[src/rtl/pc_capture_pkg.sv]
// ---------------------------------------------------------------------------
// pc_capture_pkg
// Shared definitions for the PC capture front end of the seven-segment
// display path.
//   state_t   : button-handling FSM states (3-bit encoding)
//   cntWidth  : width of the single shared cycle counter, sized for the
//               largest of the three timing parameters
// ---------------------------------------------------------------------------
package pc_capture_pkg;

    typedef enum logic [2:0] {
        IDLE        = 3'd0,
        DEB_PRESS   = 3'd1,
        PRESSED     = 3'd2,
        REPEAT      = 3'd3,
        DEB_RELEASE = 3'd4
    } state_t;

    // The counter only ever reaches (parameter - 1), so clog2 of the
    // largest parameter is always wide enough, even for powers of two.
    function automatic int cntWidth(input int debCycles,
                                    input int holdCycles,
                                    input int repCycles);
        int maxCycles;
        maxCycles = debCycles;
        if (holdCycles > maxCycles) maxCycles = holdCycles;
        if (repCycles > maxCycles) maxCycles = repCycles;
        return $clog2(maxCycles);
    endfunction

endpackage

[src/rtl/pc_capture_sync_2ff.sv]
// ---------------------------------------------------------------------------
// sync_2ff
// Single-bit two-flop synchroniser for a raw asynchronous level.
//   clock : system clock
//   reset : asynchronous active-high reset, both flops clear to 0
//   d_i   : raw asynchronous input
//   q_o   : synchronised level, two cycles of latency
// ---------------------------------------------------------------------------
module sync_2ff (
    input  logic clock,
    input  logic reset,
    input  logic d_i,
    output logic q_o
);

    logic meta_q;
    logic sync_q;

    // First flop may go metastable; the second gives it a full cycle to settle.
    always_ff @(posedge clock or posedge reset) begin
        if (reset) begin
            meta_q <= 1'b0;
            sync_q <= 1'b0;
        end else begin
            meta_q <= d_i;
            sync_q <= meta_q;
        end
    end

    assign q_o = sync_q;

endmodule

[src/rtl/pc_capture.sv]
// ---------------------------------------------------------------------------
// pc_capture
// Debounces a push-button, samples the CPU program counter on each accepted
// press, and presents the selected 16-bit half to the display driver. While
// the button stays held the PC is re-sampled periodically (hold-to-repeat).
//   clock   : system clock
//   reset   : asynchronous active-high reset
//   btn     : raw button level (asynchronous)
//   sw      : raw half select (asynchronous), 1 = pc_in[31:16], 0 = pc_in[15:0]
//   pc_in   : live CPU program counter, synchronous to clock
//   pc_out  : captured half-word
//   capture : one-cycle pulse in the cycle pc_out takes a new value
//   valid   : set by the first capture, held until reset
// ---------------------------------------------------------------------------
module pc_capture
    import pc_capture_pkg::*;
#(
    parameter int DEBOUNCE_CYCLES = 1000000,
    parameter int HOLD_CYCLES     = 50000000,
    parameter int REPEAT_CYCLES   = 10000000
) (
    input  logic        clock,
    input  logic        reset,
    input  logic        btn,
    input  logic        sw,
    input  logic [31:0] pc_in,
    output logic [15:0] pc_out,
    output logic        capture,
    output logic        valid
);

    localparam int CW = cntWidth(DEBOUNCE_CYCLES, HOLD_CYCLES, REPEAT_CYCLES);

    localparam logic [CW-1:0] DEB_LAST  = CW'(DEBOUNCE_CYCLES - 1);
    localparam logic [CW-1:0] HOLD_LAST = CW'(HOLD_CYCLES - 1);
    localparam logic [CW-1:0] REP_LAST  = CW'(REPEAT_CYCLES - 1);

    logic btn_s;
    logic sw_s;

    state_t        state_q, state_d;
    logic [CW-1:0] cnt_q, cnt_d;
    logic [15:0]   pc_out_q;
    logic          capture_q;
    logic          valid_q;
    logic          do_capture;

    sync_2ff u_sync_btn (
        .clock (clock),
        .reset (reset),
        .d_i   (btn),
        .q_o   (btn_s)
    );

    sync_2ff u_sync_sw (
        .clock (clock),
        .reset (reset),
        .d_i   (sw),
        .q_o   (sw_s)
    );

    // Next-state logic. The counter increments by default and is cleared on
    // every state change; transitions fire strictly on equality so cnt never
    // passes its parameter minus one.
    always_comb begin
        state_d    = state_q;
        cnt_d      = cnt_q + 1'b1;
        do_capture = 1'b0;
        case (state_q)
            IDLE: begin
                cnt_d = '0;
                if (btn_s) state_d = DEB_PRESS;
            end
            DEB_PRESS: begin
                if (!btn_s) begin
                    state_d = IDLE;
                    cnt_d   = '0;
                end else if (cnt_q == DEB_LAST) begin
                    state_d    = PRESSED;
                    cnt_d      = '0;
                    do_capture = 1'b1;
                end
            end
            PRESSED: begin
                if (!btn_s) begin
                    state_d = DEB_RELEASE;
                    cnt_d   = '0;
                end else if (cnt_q == HOLD_LAST) begin
                    state_d    = REPEAT;
                    cnt_d      = '0;
                    do_capture = 1'b1;
                end
            end
            REPEAT: begin
                if (!btn_s) begin
                    state_d = DEB_RELEASE;
                    cnt_d   = '0;
                end else if (cnt_q == REP_LAST) begin
                    cnt_d      = '0;
                    do_capture = 1'b1;
                end
            end
            DEB_RELEASE: begin
                // A bounce back high resumes the held press without a new capture.
                if (btn_s) begin
                    state_d = PRESSED;
                    cnt_d   = '0;
                end else if (cnt_q == DEB_LAST) begin
                    state_d = IDLE;
                    cnt_d   = '0;
                end
            end
            default: begin
                state_d = IDLE;
                cnt_d   = '0;
            end
        endcase
    end

    // State and counter registers.
    always_ff @(posedge clock or posedge reset) begin
        if (reset) begin
            state_q <= IDLE;
            cnt_q   <= '0;
        end else begin
            state_q <= state_d;
            cnt_q   <= cnt_d;
        end
    end

    // Capture registers. The half select is applied at the capture instant,
    // so later switch changes leave the displayed value alone.
    always_ff @(posedge clock or posedge reset) begin
        if (reset) begin
            pc_out_q  <= '0;
            capture_q <= 1'b0;
            valid_q   <= 1'b0;
        end else begin
            capture_q <= do_capture;
            if (do_capture) begin
                pc_out_q <= sw_s ? pc_in[31:16] : pc_in[15:0];
                valid_q  <= 1'b1;
            end
        end
    end

    assign pc_out  = pc_out_q;
    assign capture = capture_q;
    assign valid   = valid_q;

endmodule

[config.mk]
export PLATFORM = sky130hd
export DESIGN_NAME = pc_capture
export DESIGN_NICKNAME = d
export VERILOG_FILES = /design/src/rtl/pc_capture_pkg.sv /design/src/rtl/pc_capture_sync_2ff.sv /design/src/rtl/pc_capture.sv
export SDC_FILE = /design/constraint.sdc
export NUM_CORES = 1
export LEC_CHECK = 0
export ABC_CLOCK_PERIOD_IN_PS = 7000
export CAP_MARGIN = 40
export CORE_ASPECT_RATIO = 1.1
export CORE_UTILIZATION = 57
export CTS_BUF_LIST = sky130_fd_sc_hd__clkbuf_8
export DETAILED_ROUTE_END_ITERATION = 7
export PLACE_DENSITY = 0.86
export REMOVE_ABC_BUFFERS = 1
export SETUP_SLACK_MARGIN = 0.05
export SYNTH_ARGS = -nofsm -noshare
export SYNTH_HDL_FRONTEND = slang
export SYNTH_SLANG_ARGS = --single-unit
[constraint.sdc]
create_clock -name clock -period 7 [get_ports clock]
set_input_delay 1.4 -clock clock [delete_from_list [all_inputs] [get_ports clock]]
set_output_delay 1.4 -clock clock [all_outputs]
set_load 0.01 [all_outputs]
# After elaboration in Yosys (flattened, before gate mapping)
# Cells that the tools add are included.
# Widths: inputs -> output; s select.
[word_totals]
wordCells = 49
ff_bits = 51
output_inout_bits = 18
[classes]
reduce_logical = 2
mux = 25
n_eq_ne = 12
addsub = 1
[op_table]
columns = ["operator", "n"]
rows = [
  ["$mux 26", 7],
  ["$pmux 26 s4", 1],
  ["$add 26x1->26 const B", 1],
  ["$eq 26x20->1 const B", 1],
  ["$eq 26x24->1 const B", 1],
  ["$eq 26x26->1 const B", 1],
  ["$mux 3", 8],
  ["$mux 16", 1],
  ["$pmux 3 s5", 1],
  ["$eq 3x2->1 const B", 2],
  ["$mux 1", 6],
  ["$ne 3x3->1 const B", 2],
  ["$reduce_and 5->1", 1],
  ["$eq 3x1->1 const B", 1],
  ["$eq 3x3->1 const B", 1],
  ["$logic_not 3->1", 1],
  ["$ne 3x2->1 const B", 1],
  ["$pmux 1 s3", 1],
  ["$ne 2x1->1 const B", 1],
  ["$ne 2x2->1 const B", 1],
]

# Depth between registers and ports, before layout
# Gate-level depths: netlist of run 1.
[logic_depth]
ltp_word = 4
mapped_depth = 8

# Hierarchy
# A second synthesis of run 1 with hierarchy kept.
[unflattened]
cells_unflattened = 248
area_unflattened_um2 = 2691.3
[by_module_without_submodules]
columns = ["mod", "n_inst", "area_each_um2", "cells_each"]
rows = [
  ["pc_capture", 1, 2583.7, 242],
  ["sync_2ff", 2, 53.8, 3],
]

# Worst setup path before layout of run 1
# OpenSTA, ideal clock, no wires.
[synth_timing]
path_type = "register to register"
start = "register cnt_q[15]"
end = "register pc_out_q[0] (netlist: pc_out[0])"
path_stages_with_launch = 8
path_buffers = 1
synth_period_minus_slack_ns = 2.255
setup_ns = 0.125
arrival_ns = 2.130
slack_ns = 4.745
path_cell_list = "dfrtp_1 nor4b_2 nand4_1 nor4_4 a32oi_2 o22ai_4 buf_12 mux2_4"
[synth_via]
elab_chain_cells = 4
elab_cells_between_ends = 10
cone_classes = "3 x eq/ne; 7 x mux"
[synth_rtl]
columns = ["item", "line_no", "source"]
rows = [
  ["start: declaration", "pc_capture.sv:42", "logic [CW-1:0] cnt_q, cnt_d;"],
  ["start signal: assignment", "pc_capture.sv:127", "cnt_q <= cnt_d;"],
  ["$eq 26x24->1, or another cell as far along", "pc_capture.sv:98", "end else if (cnt_q == REP_LAST) begin"],
  ["$mux 1 (on tied branches)", "pc_capture.sv:98, pc_capture.sv:78, pc_capture.sv:88", ""],
  ["$mux 1 (on tied branches)", "pc_capture.sv:95, pc_capture.sv:75, pc_capture.sv:85", ""],
  ["$pmux 1 s3 *", "pc_capture.sv:69", "case (state_q)"],
  ["via do_capture", "pc_capture.sv:46", "logic do_capture;"],
  ["end signal: assignment", "pc_capture.sv:141", "pc_out_q <= sw_s ? pc_in[31:16] : pc_in[15:0];"],
  ["end: declaration", "pc_capture.sv:43", "logic [15:0] pc_out_q;"],
]
# Mark *: on every way through the listed nets, which the timed path passes. The rest lies on a longest branch.
# A chain may end at the register's enable or synchronous reset.

# Final worst setup path of run 1
[layout_timing]
start = "register cnt_q[0]"
end = "register pc_out_q[10] (netlist: pc_out[10])"
[layout_via]
elab_chain_cells = 4
elab_cells_between_ends = 10
cone_classes = "3 x eq/ne; 7 x mux"
[layout_rtl]
columns = ["item", "line_no"]
rows = [
  ["$eq 26x24->1, or another cell as far along", "pc_capture.sv:98"],
  ["$mux 1 (on tied branches)", "pc_capture.sv:98, pc_capture.sv:78, pc_capture.sv:88"],
  ["$mux 1 (on tied branches)", "pc_capture.sv:95, pc_capture.sv:75, pc_capture.sv:85"],
  ["$pmux 1 s3 *", "pc_capture.sv:69"],
]
# Mark *: on every way between the ends. The rest lies on a longest branch, timed or not.

==> flow_summary.ini, run 1 <==
[power]
powerDensity_mw_per_mm2 = 155
peakVddDrop_uv = 142
cellLeakagePower_nw = 1.33

[timing]
grt_setup_unrepaired = false
period_needed_ns = 2.68
slew_headroom = 0.520
tightest_slew_ns = 0.720
finalCritPeriodShare = 0.383
final-hold-violation-count = 0
slew_viol_final = 0
setup_violations = 0
setup_tns_ns = 0
skew_ns = 0.00781
fmax_mhz = 373

[hold_path]
hold_path.class = flop to flop

[synth]
avgSynthCellArea_um2 = 11.5
yosys.area.top_type_share = 0.499
seq_area_frac_synth = 0.499
netlist_area_mm2 = 0.00256
netlist_instances = 222
synth_top_cell_by_area = dfrtp_1
synth.distinct_cells = 37
ys_seq_elements = 51
synth_warnings = 0
synthTopCellsByArea = dfrtp_1 (50%), mux2_2 (11%), mux2_4 (4.7%), xor2_1 (4.4%), nor2_1 (4.4%)

[critical_path]
crit_required_ns = 7.20
cpMaxStageDelayCell = o22ai_4
crit_path_max_incr_delay_ns = 0.61
critPathKind = flop to flop
setup.worst_path.end_class = flop
start_kind = flop
critPathBufInv = 0
arrival_ns = 2.88
cp_top_family = compound AO/OA/AOI/OAI gates
path_cells = ha_1 > nand3_1 > nor4_1 > a32oi_2 > o22ai_4 > mux2_2
cp_max_fo = 18

[floorplan]
start_util = 0.593
die_area_mm2 = 0.00476
core-area_mm2 = 0.00432
num_rows = 25
chipWidth_um = 65.9
ios = 54
die_h_um = 72.3

[cts]
clock_path_buffers = 2
cts_setup_buffers = 0
cts_resized = 0
path_clk_slew_ns = 0.09
clock-sinks = 51
clk-insertion-delay-late_ns = 0.30
cts_buffers = 5
clockRootBuffer = clkbuf_8
cts_hold_buf = 0
cts_tree = built
htree_levels = 2

[final_layout]
stdcell_count = 333
fillCellCount = 328
final_area_mm2 = 0.00323
drive_above_1_share = 0.179
nNetsFinal = 315
syn_to_final_growth_pct = 26.2
n_antenna_cell = 0

[global_routing]
grt_pass1_vias = 1841
grt_overflow = 0
grt_start_max_net_pins = 27
antenna_found_initial = 0
grt_pass1_wl_um = 8390
grt_usage = 0.234

[place]
place_congestion = 0.868
dp.final_hpwl_um = 3630
placedCellCount = 325
portBuffers = 53
placed_cell_area_mm2 = 0.00315

[run]
max_cap_violations = 0

[drt]
drt_iter0_markers = 37
dr_total_vias = 1806
ant_nets = 0
wl_um = 4930
drc = 0
routedWlPerCell_um = 14.8
dr.pass1.iters = 4
vias_per_cell = 5.42

[outcome]
status = finished, final reports clean
## power by group
| group | total, mW | switching, mW | internal [mW] |
|---|---|---|---|
| sequential | 0.299 | 0.00314 | 0.296 |
| clock | 0.162 | 0.0935 | 0.0685 |
| combinational | 0.0409 | 0.0139 | 0.0270 |
| total | 0.502 | 0.111 | 0.392 |
## cells in the mapped netlist
library cell  instances
mux2_2               24
nor4b_2               1
clkbuf_1              3
nand2b_1              4
o22ai_4               1
nor4_2                1
a21oi_1               3
and3_1                4
nand3b_1              5
nor3b_1               2
and2_1                2
dfrtp_1              51
buf_4                 2
nor4b_1               1
and4_1                1
o21a_1                1
xnor2_1              10
nor2b_1               4
a211oi_4              1
nor3_1                6
xor2_1               13
o211a_1               1
nand3_1              15
nand2_1              11
nand4_1               2
or4_1                 1
or2_2                 1
a32oi_2               1
buf_12                1
nor4_4                1
nor2_1               30
inv_1                 5
nor4_1                2
ha_1                  1
nand4b_1              1
mux2_4                8
nor3b_2               1
## final timing paths
path | cells past startpoint | slack [ns] | startpoint | to
min in group asynchronous | 2 | 1.47 | reset | pc_out[15]
hold / removal | 0 | 0.35 | u_sync_sw.meta_q | u_sync_sw.q_o
setup / recovery | 6 | 4.32 | cnt_q[0] | pc_out[10]
max in group asynchronous | 3 | 4.99 | reset | cnt_q[21]
hold reg to reg | 0 | 0.35 | u_sync_sw.meta_q | u_sync_sw.q_o
setup reg to reg | 6 | 4.32 | cnt_q[0] | pc_out[10]
## flip-flops by register name, summed over array words and instances (netlist names)
register / cells
cnt_q: 26
pc_out: 16
state_q: 3
capture: 1
u_sync_btn.meta_q: 1
u_sync_btn.q_o: 1
u_sync_sw.meta_q: 1
u_sync_sw.q_o: 1
valid: 1
## cells in the final DEF (no fill, tap or decap), drive strengths merged, types with 4 or more instances in the layout
cell type,instances
inv,6
nor2b,4
and3,4
nor2,30
nand3,15
nand2b,4
nand3b,5
dfrtp,51
nor4,4
xnor2,10
mux2,32
xor2,13
clkbuf,5
clkdlybuf4s50,53
nor3,6
nand2,11
## final cells by class
type	instances	area, um^2	share of cell area
Sequential cell	51	1280	0.395
Inverter	5	18.8	0.00581
Clock inverter	3	16.3	0.00503
Multi-Input combinational cell	160	1220	0.377
Tap cell	54	67.6	0.0209
Clock buffer	5	68.8	0.0213
Timing Repair Buffer	55	566	0.175
## logic make-up (layout without fill, tap and decap cells)
logic type / Yosys count / in the layout / synth area share
mux: 32 / 32 / 0.152
buf+inv: 11 / 68 / 0.0254
simple gates: 96 / 96 / 0.205
flops: 51 / 51 / 0.499
compound gates: 8 / 8 / 0.0347
xor+xnor: 23 / 23 / 0.0787
fa+ha+maj: 1 / 1 / 0.00489
## per-layer routing
metal | global-route usage | up-vias | share of wire
met5 | 0 | - | 0
met4 | 0.0652 | 0 | 0.013
met3 | 0.0535 | 5 | 0.063
met2 | 0.397 | 54 | 0.47
met1 | 0.300 | 870 | 0.45
li1 | - | 877 | -
## per-stage QoR
stage	worst slack, ns	total power, mW	utilization	hold WS [ns]
after global placement	4.28	0.343	0.721	0.334
after global routing	4.09	0.521	0.749	0.360
after floorplan	4.37	0.321	-	0.331
final	4.32	0.502	0.749	0.353
after detailed placement	4.33	0.347	0.729	0.335
after CTS	4.32	0.508	0.749	0.354
Note: power is estimated with default switching activity, not from simulation.
==> run 2, diff against run 1 <==
ABC_CLOCK_PERIOD_IN_PS = 2300   (was 7000)
CORE_UTILIZATION = 48   (was 57)
PLACE_DENSITY = 0.77   (was 0.86)
clock period = 2.3 ns   (was 7 ns; I/O delays follow)
==> run 2 against run 1 <==
Global-route usage fell by 2.8 points. Setup slack got worse by 4.3 ns. Clock skew rose by 0.0028 ns. Sequential power rose to 3.1 times the previous value. Power rose to 3.2 times the previous value. Combinational power rose to 3.7 times the previous value. Die area rose by 18%. Highest routed layer unchanged.
==> flow_summary.ini, run 2 (synthesis gave the netlist of run 1 again) <==
[cts]
cts_buffers = 5
clockRootBuffer = clkbuf_8
clock_path_buffers = 2
htree_levels = 2
cts_tree = built
clock-sinks = 51
clk-insertion-delay-late_ns = 0.30
path_clk_slew_ns = 0.10

[timing]
skew_ns = 0.0106
period_needed_ns = 2.29
setup_violations = 0
finalCritPeriodShare = 0.997
slew_viol_final = 0
grt_setup_unrepaired = true
setup_tns_ns = 0
fmax_mhz = 436
slew_headroom = 0.554
final-hold-violation-count = 0
tightest_slew_ns = 0.663

[power]
clkPwrFrac = 0.339
p_switching_mw = 0.361
swShare = 0.224
seqPwrFrac = 0.568
p_int_mw = 1.25
cellLeakagePower_nw = 1.48
p_comb_frac = 0.094
powerDensity_mw_per_mm2 = 444
peakVddDrop_uv = 353

[outcome]
status = finished, final reports clean

[final_layout]
n_antenna_cell = 0
stdcell_count = 361
drive_above_1_share = 0.327
final_cell_mix = clkdlybuf4s50_1 (53), dfrtp_1 (51), mux2_2 (24), buf_4 (17), nor2_1 (15)
final_common_cell = clkdlybuf4s50_1
nNetsFinal = 339
fillCellCount = 366
top_register = cnt_q
largest_register_ffs = 26
syn_to_final_growth_pct = 41.4

[floorplan]
start_util = 0.505
chipWidth_um = 71.6
num_rows = 27
core-area_mm2 = 0.00507
die_h_um = 78.6
die_area_mm2 = 0.00563
ios = 54

[critical_path]
critPathBufInv = 3
path_cells = nor4b_2 > nand4_1 > nor4_4 > a32oi_2 > buf_4 > a211oi_4 > buf_6 > clkbuf_16 > nor2_1
cp_top_family = simple AND/OR/NAND/NOR gates
setup.worst_path.end_class = flop
critPathKind = flop to flop
arrival_ns = 2.49
crit_required_ns = 2.49
cp_max_fo = 7
start_kind = flop
rrSetupSlack_ns = 0.007
crit_path_max_incr_delay_ns = 0.43
cpMaxStageDelayCell = dfrtp_1

[global_routing]
grt_start_max_net_pins = 33
grt_overflow = 0
antenna_found_initial = 0
grt_pass1_vias = 1896
grt_pass1_wl_um = 9050
grt_usage = 0.206

[drt]
drt_iter0_markers = 67
wl_um = 5920
dr_total_vias = 1968
ant_nets = 0
routedWlPerCell_um = 16.4
vias_per_cell = 5.45
dr.pass1.iters = 4
drc = 0

[place]
placedCellCount = 339
dp.final_hpwl_um = 3750
place_congestion = 0.908
portBuffers = 53

[hold_path]
hold_path.class = flop to flop

[run]
max_cap_violations = 0
==> run 2: cell types whose count changed in the layout (fill, tap and decap cells not counted), sizes merged <==
cell,delta
buf,+22
inv,-1
clkbuf,+3
==> run 2: power groups by stage <==
stage          combinational [mW]  clock [mW]  sequential [mW]
3_5_place_dp                0.128           0            0.929
2_1_floorplan              0.0488           0            0.927
5_1_grt                     0.162       0.593            0.913
6_report                    0.151       0.544            0.912
4_1_cts                     0.131       0.563            0.911
3_3_place_gp                0.127           0            0.929
==> run 2: area by class of cell <==
type	count	area (um^2)	share of cell area
clock buffer	6	82.6	0.0228
clock inverter	2	16.3	0.00449
inverter	5	18.8	0.00518
multi-input combinational	160	1330	0.368
sequential	51	1280	0.352
tap	58	72.6	0.0200
timing repair buffer	79	821	0.227
==> run 2: final timing paths <==
path,from,end,cells after the start
max in group asynchronous,reset,cnt_q[13],3
hold / removal,u_sync_btn.meta_q,u_sync_btn.q_o,0
setup reg to reg,cnt_q[20],cnt_q[12],9
setup / recovery,cnt_q[20],cnt_q[12],9
min in group asynchronous,reset,capture,2
hold reg to reg,u_sync_btn.meta_q,u_sync_btn.q_o,0
==> run 2: timing repair <==
action	4_1_cts	5_1_grt
setup buffers	5	6
resized for setup	8	25
hold endpoints to repair	0	0
cloned	1	3
pin swaps	3	16
setup endpoints to repair	42	42
hold buffers	0	0
==> run 2: through the flow <==
| stage | setup slack, ns | total power [mW] | hold slack, ns | util | cell area, um^2 |
|---|---|---|---|---|---|
| floorplan | -0.0384 | 0.975 | 0.331 | - | 2510 |
| global placement | 0.120 | 1.06 | 0.335 | 0.640 | 3240 |
| detailed placement | 0.0156 | 1.06 | 0.335 | 0.640 | 3240 |
| CTS | 0.0572 | 1.61 | 0.357 | 0.683 | 3460 |
| global route | -0.0717 | 1.67 | 0.361 | 0.715 | 3620 |
| finish | 0.00655 | 1.61 | 0.352 | 0.715 | 3620 |
==> run 2: metal layers <==
layer  track usage  vias to the layer above  wire length, um
met2         0.358                       88             3000
li1              -                      924                -
met1         0.258                      948             2430
met5             0                        -                0
met3        0.0501                        8              445
met4        0.0471                        0               46
==> run 3, diff against run 2 <==
SKIP_LAST_GASP = 1   (was not set)
==> results of run 3 <==
No change in the layout: final DEF, timing and power equal those of run 2.
